### src/rtl/sync_fifo_param.sv
// rtl/sync_fifo_param.sv - single-clock parametrised FIFO with count, programmable flags and optional FWFT
// Works for any DEPTH >= 2; pointers wrap by explicit compare rather than by power-of-two overflow.
module sync_fifo_param #(
   parameter int DATA_WIDTH = 8,
   parameter int DEPTH      = 409,
   parameter int AFULL_TH   = 400,
   parameter int AEMPTY_TH  = 8,
   parameter int FWFT       = 0,
   localparam int ADDR_W    = $clog2(DEPTH),
   localparam int CNT_W     = $clog2(DEPTH + 1)
) (
   input  logic                  clk,
   input  logic                  rst_n,
   input  logic                  flush,
   input  logic                  w_en,
   input  logic [DATA_WIDTH-1:0] data_in,
   input  logic                  r_en,
   output logic [DATA_WIDTH-1:0] data_out,
   output logic                  full,
   output logic                  empty,
   output logic                  almost_full,
   output logic                  almost_empty,
   output logic [CNT_W-1:0]      count,
   output logic                  overflow,
   output logic                  underflow
);

   localparam logic [ADDR_W-1:0] LAST_ADDR = ADDR_W'(DEPTH - 1);
   localparam logic [CNT_W-1:0]  DEPTH_C   = CNT_W'(DEPTH);
   localparam logic [CNT_W-1:0]  AFULL_C   = CNT_W'(AFULL_TH);
   localparam logic [CNT_W-1:0]  AEMPTY_C  = CNT_W'(AEMPTY_TH);

   logic [DATA_WIDTH-1:0] mem [DEPTH];
   logic [ADDR_W-1:0]     waddr;
   logic [ADDR_W-1:0]     raddr;
   logic                  wr_ok;
   logic                  rd_ok;
   logic [CNT_W-1:0]      count_next;

   // Accept decisions use the registered full/empty from before the edge.
   always_comb begin
      wr_ok      = w_en & ~full & ~flush;
      rd_ok      = r_en & ~empty & ~flush;
      count_next = count;
      if (flush)
         count_next = '0;
      else if (wr_ok && !rd_ok)
         count_next = count + CNT_W'(1);
      else if (rd_ok && !wr_ok)
         count_next = count - CNT_W'(1);
   end

   always_ff @(posedge clk or negedge rst_n) begin
      if (!rst_n) begin
         waddr        <= '0;
         raddr        <= '0;
         count        <= '0;
         full         <= 1'b0;
         empty        <= 1'b1;
         almost_full  <= 1'b0;
         almost_empty <= 1'b1;
         overflow     <= 1'b0;
         underflow    <= 1'b0;
      end else begin
         if (flush) begin
            waddr     <= '0;
            raddr     <= '0;
            overflow  <= 1'b0;
            underflow <= 1'b0;
         end else begin
            if (wr_ok)
               waddr <= (waddr == LAST_ADDR) ? '0 : waddr + ADDR_W'(1);
            if (rd_ok)
               raddr <= (raddr == LAST_ADDR) ? '0 : raddr + ADDR_W'(1);
            if (w_en && full)
               overflow <= 1'b1;
            if (r_en && empty)
               underflow <= 1'b1;
         end
         // Flags come from next-count so they always agree with count.
         count        <= count_next;
         full         <= (count_next == DEPTH_C);
         empty        <= (count_next == '0);
         almost_full  <= (count_next >= AFULL_C);
         almost_empty <= (count_next <= AEMPTY_C);
      end
   end

   always_ff @(posedge clk) begin
      if (wr_ok)
         mem[waddr] <= data_in;
   end

   generate
      if (FWFT != 0) begin : g_fwft
         assign data_out = empty ? '0 : mem[raddr];
      end else begin : g_reg
         always_ff @(posedge clk or negedge rst_n) begin
            if (!rst_n)
               data_out <= '0;
            else if (flush)
               data_out <= '0;
            else if (rd_ok)
               data_out <= mem[raddr];
         end
      end
   endgenerate

endmodule

### config.mk
export PLATFORM = sky130hd
export DESIGN_NAME = sync_fifo_param
export DESIGN_NICKNAME = d
export VERILOG_FILES = /design/src/rtl/sync_fifo_param.sv
export SDC_FILE = /design/constraint.sdc
export NUM_CORES = 2
export LEC_CHECK = 0
export CORE_MARGIN = 10
export CORE_UTILIZATION = 35
export CTS_BUF_LIST = sky130_fd_sc_hd__clkbuf_8
export CTS_CLUSTER_DIAMETER = 30
export DETAILED_ROUTE_END_ITERATION = 6
export GPL_TIMING_DRIVEN = 0
export PLACE_DENSITY_LB_ADDON = 0.05
export SLEW_MARGIN = 20
export SYNTH_ARGS = -nofsm -noshare
export SYNTH_HDL_FRONTEND = slang
export SYNTH_SLANG_ARGS = --single-unit
### constraint.sdc
create_clock -name clk -period 2.7 [get_ports clk]
set_input_delay 0.81 -clock clk [delete_from_list [all_inputs] [get_ports clk]]
set_output_delay 0.81 -clock clk [all_outputs]
set_load 0.02 [all_outputs]
* Word level (Yosys, flattened, before mapping)
Memory sizes are Yosys's and may differ from the RTL's.
Index checks and enable logic that the tools add are counted.
** Operators by class
- $add $sub $neg :: 4
- Magnitude comparators :: 2
- Eq/ne operators :: 3
- Multiplexer cells :: 17
- Bitwise logic cells :: 7
- Reductions and logical operators :: 11
** Operators with widths (count)
- two-way mux 9 bit :: 9
- adder 9 x 1 -> 9 bit (second input constant) :: 3
- equality test 9 bit (second input constant) :: 3
- two-way mux 8 bit :: 2
- greater-or-equal comparator 9 bit (second input constant) :: 1
- <= comparator 9 x 4 -> 1 bit (second input constant) :: 1
- logical NOT 9 bit :: 1
- subtractor 9 x 1 -> 9 bit (second input constant) :: 1
- nonzero test 2 bit :: 4
- two-way mux 1 bit :: 6
- AND 1 bit :: 4
- logical AND 1 bit :: 4
- inverter 1 bit :: 3
- logical NOT 1 bit :: 2
** Storage, ports and cells
- Bits in registers :: 41
- Memory bits (writable) :: 3272
- Input bits :: 13
- Output and inout bits :: 23
- Logic and storage cells :: 55
- Memories kept :: 1
** Memories
- mem :: depth 409, width 8, rd ports 1, clocked after memory_dff 0, wr ports 1, line 33 : logic [DATA_WIDTH-1:0] mem [DEPTH];

* Depth between registers and ports, before layout
- Depth after elaboration :: 9
- Mapped depth :: 14
- Gate-level depth less buffers :: 9

* Worst setup path after synthesis
OpenSTA, ideal clock, no wires.
- Path kind :: input -> register
- From :: input port w_en
- To :: memory mem[103][0], enable pin
- Setup time :: 370 ps
- Arrival :: 2518 ps
- Data required time :: 2330 ps
- Slack :: -188 ps
- Cell stages on the path :: 6
- Path buffers :: 2
- Cells stage by stage :: nor3b_1 > and3b_1 > clkbuf_1 > nand2_1 > clkbuf_1 > nor2_1
** On the way
- Word-level cells in the longest chain between the ends :: 4
** Ends and longest elaborated chain
- from (decl) :: line 15 : input logic w_en,
- AND 1 bit (2 in a row) :: line 42 : wr_ok = w_en & ~full & ~flush;
- two-way mux 1 bit :: line 90 : if (wr_ok)
- two-way mux 1 bit (not written as such) :: line 91 : mem[waddr] <= data_in;
- to (decl) :: line 33
No other way between the ends.

* Worst setup path after layout
- From :: register raddr[5]
- To :: register data_out[5]
** On the way
- Word-level cells in the longest chain between the ends :: 3
** Ends and longest elaborated chain
- from (decl) :: line 35 : logic [ADDR_W-1:0] raddr;
- from (signal assigned) :: line 74 : raddr <= (raddr == LAST_ADDR) ? '0 : raddr + ADDR_W'(1);
- memory read (409 x 8 bit)
- two-way mux 8 bit :: line 103 : else if (rd_ok)
- two-way mux 8 bit :: line 101 : else if (flush)
- to (signal assigned) :: line 104 : data_out <= mem[raddr];
- to (decl) :: line 18 : output logic [DATA_WIDTH-1:0] data_out,
No other way between the ends. The select of a mux whose other input is x is not followed.
A chain may end at the register's enable or synchronous reset.

==> run summary <==
The weighted congestion reported at the end of routability-driven placement is 0.981. In this run the tightest slew margin relative to its limit is 19.0%. The logs give 76400 for the number of global-route vias before repair and 0 for the global route total overflow.

The final worst clock skew is 114 ps, and the share of async-settable or async-resettable flops after synthesis is 1.24%. TritonCTS built the clock tree. The run gives 1330 ps as the clock network latency to the later pin of the worst-skew pair. The run gives 6 as the number of levels in the clock H-tree. The checks that failed: negative setup slack. After technology mapping, the gate count stands at 6147. The logs give 223 for the site row count and 6168 for the number of nets produced by synthesis. The tools report the detailed-route via count as 81400.

The tightest min-delay check is of the in -> reg type. The logs give 843 mm for the global-route wire length before repair and 10.5% for the met3 layer usage reported by global route. Clock tree synthesis inserted a total of 795 buffers.

Setup repair after global routing could not meet its margin everywhere. The number of synthesis warnings is 0, and the clock transition at the registers of the reported paths is 60 ps. In the routed design, unresolved DRC markers number 0. The worst reg-to-reg path cell count was 8; the critical path's largest stage delay was 880 ps.

The cell with the biggest individual delay on the critical path is sky130_fd_sc_hd__clkbuf_1. In the synthesized netlist the dominant register cell turns out to be sky130_fd_sc_hd__edfxtp_1. The routed length per instance is 50.9 um. The HPWL after detailed placement is 436 mm.

The number of antenna violations at the first check in global routing was 94. The kind of end point of the critical path was a flip-flop. In the final layout, the multi-input gates occupy 0.0331 mm2. The part of the cycle the worst path needs is 143%, and the die extent in y is 629 um. The most frequent cell on the critical path is sky130_fd_sc_hd__clkbuf_1. Setup slack on the worst reg-to-reg path comes out at -1150 ps.

The number of failing setup endpoints in the final timing report is 952. Layout filler cell count: 31300. Global routing used 43.3% of the available met1 tracks. The first detailed-routing pass ran for 7 iterations.

Clock tree synthesis selected as its root buffer the cell sky130_fd_sc_hd__clkbuf_8. In the final layout, the share of cells above drive strength 1 is 45.5%. Hold timing on the final database bottoms out at a slack of 70.5 ps. The worst flop-to-flop path endpoint is data_out[5]$_DFFE_PN0P_. The met2 track demand over resource in global routing came out at 48.7%. Of all nets on the critical path, the largest fanout is 10.

The run finished, with violations left. In this run the remaining antenna-violating nets after routing total 0. The core region area came out at 0.369 mm2. The startpoint-to-endpoint class of the critical path was reg -> reg. The I/O pin total is 36, and the mean instance size in the synthesized netlist is 21.1 um2. After synthesis, the netlist uses 75 different library cells. Entering global routing, the biggest net connects 124 pins. The dominant delay contributor by cell family on the critical path was compound AO/OA/AOI/OAI gates.

The area growth from synthesis to layout is 32.9%. The worst-case IR drop observed on VDD is 0.000545 V. The combined area of all synthesized cells is 0.130 mm2. In this run the number of cells on the critical path is 8.

The analysis attributes to cell leakage a power of 55.5 nW. In this run, the number of DRC markers left after iteration 0 of detailed routing was 12900. For this configuration, the core starts out at a cell density of 35.1%.

Yosys mapped a number of flops with a built-in enable equal to 3272. The type of origin of the critical path was a flip-flop. The tools report the critical path arrival as 4990 ps. Across the run, the number of max-cap violations was 0. Count of final hold-check violations: 0. In this run the critical register-to-register path is launched from raddr[5]$_DFFE_PN0P_. The count of state elements after synthesis is 3313, and the post-layout worst setup margin is -1150 ps. The via count normalized by instance count is 6.11, and the final design utilization is 46.7%. Prior to clock tree synthesis, the placed netlist has a worst setup slack of -4600 ps. The die covers 0.395 mm2. For this run, the post-layout net count is 7683.

The total chip power was 150 mW; the clock period minus final worst setup slack was 3850 ps. After synthesis, flip-flops and latches occupy 76.6% of the total area. The most critical setup path has its startpoint at raddr[5]$_DFFE_PN0P_.

Buffers placed on the I/O ports in this run total 35. Together, buffers and inverters on the worst path number 2. In this run the most used layer during global routing was met2.

The most critical setup path has its endpoint at data_out[5]$_DFFE_PN0P_. In the global route stage, overall resource usage came out at 33.2%. In this run the deepest clock path goes through 4 buffers. Data on the critical path is required at its endpoint by 3830 ps. Power spread over the standard cell area amounts to 869 mW/mm2. The width of the die was 629 um. For this run, the top clock speed supported by timing is 0.260 GHz. The signal on the critical path passes through clkbuf_1 -> or2_2 -> clkbuf_1 -> o221ai_1 -> o31ai_1 -> a41oi_1 -> nand2_1 -> nand4_1. The tools report the count of pins over their slew limit as 0. For the sequential standard cell area, the log shows 0.0993 mm2. The clock net in this run drives a total of 3313 sinks.

For the pin with the worst max-slew slack, the measured transition is 1220 ps. The final wirelength was 679 mm.
[stage by stage]
stage | cell area [um2] | cells | TNS, ps
6_report | 172000 | 13300 | -68430
5_1_grt | 172000 | 13300 | -60720
4_1_cts | 166000 | 13100 | -2066530
3_5_place_dp | 139000 | 11200 | -6469440
3_3_place_gp | 136000 | 11100 | -
2_1_floorplan | 130000 | 6147 | 0
[state kept, by name, summed over array words and instances, names as in the netlist]
register,cells
full,1
count,9
data_out,8
waddr,9
underflow,1
almost_full,1
mem,3272
overflow,1
raddr,9
almost_empty,1
empty,1
[synthesized netlist by cell type (all sizes together) (9+ instances only)]
library cell | count | area, um2
edfxtp | 3272 | 98300
mux4 | 810 | 18200
nor2 | 471 | 1770
mux2i | 266 | 2660
buf | 234 | 1770
nand2 | 230 | 863
clkbuf | 146 | 548
a21oi | 87 | 435
o22ai | 68 | 425
o21ai | 64 | 320
nand3 | 47 | 235
dfrtp | 39 | 976
nor2b | 33 | 206
a31oi | 28 | 175
a211oi | 27 | 208
mux2 | 23 | 259
a22oi | 22 | 165
a2111oi | 17 | 163
nand2b | 16 | 100
nand4 | 16 | 100
nor3 | 16 | 80.1
a221oi | 15 | 131
and3 | 15 | 93.8
a32oi | 14 | 123
inv | 14 | 52.6
nor4 | 14 | 87.6
o211ai | 13 | 97.6
o31ai | 13 | 97.6
o221ai | 11 | 96.3
a22o | 9 | 78.8
[cells by family (layout without fill, tap and decap cells)]
| family | Yosys count | count (layout) | share of synthesized area [%] |
|---|---|---|---|
| AND/OR/NAND/NOR | 890 | 890 | 2.91 |
| XOR/XNOR | 8 | 8 | 0.0540 |
| buffers and inverters | 397 | 2575 | 1.84 |
| adder cells (fa/ha/maj) | 8 | 8 | 0.0772 |
| multiplexers | 1099 | 1099 | 16.3 |
| flip-flops | 3313 | 3313 | 76.6 |
| AO/OA/AOI/OAI | 432 | 432 | 2.24 |
| other | 0 | 51 | 0 |
[layout make-up]
| class | instances | area share, % |
|---|---|---|
| antenna | 51 | 0.0741 |
| buffer | 375 | 3.54 |
| clock buffer | 800 | 6.39 |
| clock inverter | 660 | 3.56 |
| inverter | 17 | 0.0530 |
| multi-input combinational | 2437 | 19.2 |
| sequential | 3313 | 57.6 |
| tap | 4950 | 3.59 |
| timing repair buffer | 723 | 5.94 |
[layout by cell type (no fill, tap or decap), types with 51 or more instances in the layout]
| cell | instances |
|---|---|
| sky130_fd_sc_hd__a21oi_1 | 74 |
| sky130_fd_sc_hd__buf_12 | 314 |
| sky130_fd_sc_hd__buf_16 | 184 |
| sky130_fd_sc_hd__buf_4 | 343 |
| sky130_fd_sc_hd__buf_6 | 59 |
| sky130_fd_sc_hd__bufinv_16 | 108 |
| sky130_fd_sc_hd__clkbuf_2 | 64 |
| sky130_fd_sc_hd__clkbuf_8 | 804 |
| sky130_fd_sc_hd__clkinv_1 | 151 |
| sky130_fd_sc_hd__clkinv_2 | 145 |
| sky130_fd_sc_hd__clkinvlp_4 | 73 |
| sky130_fd_sc_hd__diode_2 | 51 |
| sky130_fd_sc_hd__edfxtp_1 | 3272 |
| sky130_fd_sc_hd__inv_1 | 150 |
| sky130_fd_sc_hd__mux2i_1 | 187 |
| sky130_fd_sc_hd__mux4_2 | 810 |
| sky130_fd_sc_hd__nand2_1 | 194 |
| sky130_fd_sc_hd__nor2_1 | 58 |
| sky130_fd_sc_hd__nor2_4 | 369 |
[repair_timing]
action	4_1_cts	5_1_grt
pin swaps	53	191
endpoints found under the hold margin	255	0
setup buffers	339	225
endpoints found under the setup margin	3321	3324
cloned	9	1
hold buffers	7	0
resized for setup	1358	792
[per-layer routing]
metal	vias up	part of all wire (%)
met3	1480	12
met1	44500	38
met2	6298	43
met5	-	0.043
met4	32	7.3
li1	29200	-
[worst min-delay path by stage]
stage                                  to                  from  slack (ps)  cells after the start
global placement     overflow$_DFFE_PN0P_  overflow$_DFFE_PN0P_         490                      2
finish                mem[8][4]$_DFFE_PP_            data_in[4]          70                      1
global route          mem[8][4]$_DFFE_PP_            data_in[4]          80                      1
CTS                   mem[8][4]$_DFFE_PP_            data_in[4]          20                      1
floorplan           almost_full$_DFF_PN0_                 rst_n         510                      0
detailed placement   overflow$_DFFE_PN0P_  overflow$_DFFE_PN0P_         500                      2
[where the power goes]
| group | internal [mW] | leakage (nW) | switching [mW] |
|---|---|---|---|
| Combinational | 10.8 | 16.5 | 17.6 |
| Sequential | 56.7 | 29.9 | 0.156 |
| Clock | 38.3 | 9.09 | 26.2 |
| Total | 106 | 55.5 | 43.9 |
(Power assumes the default switching activity.)
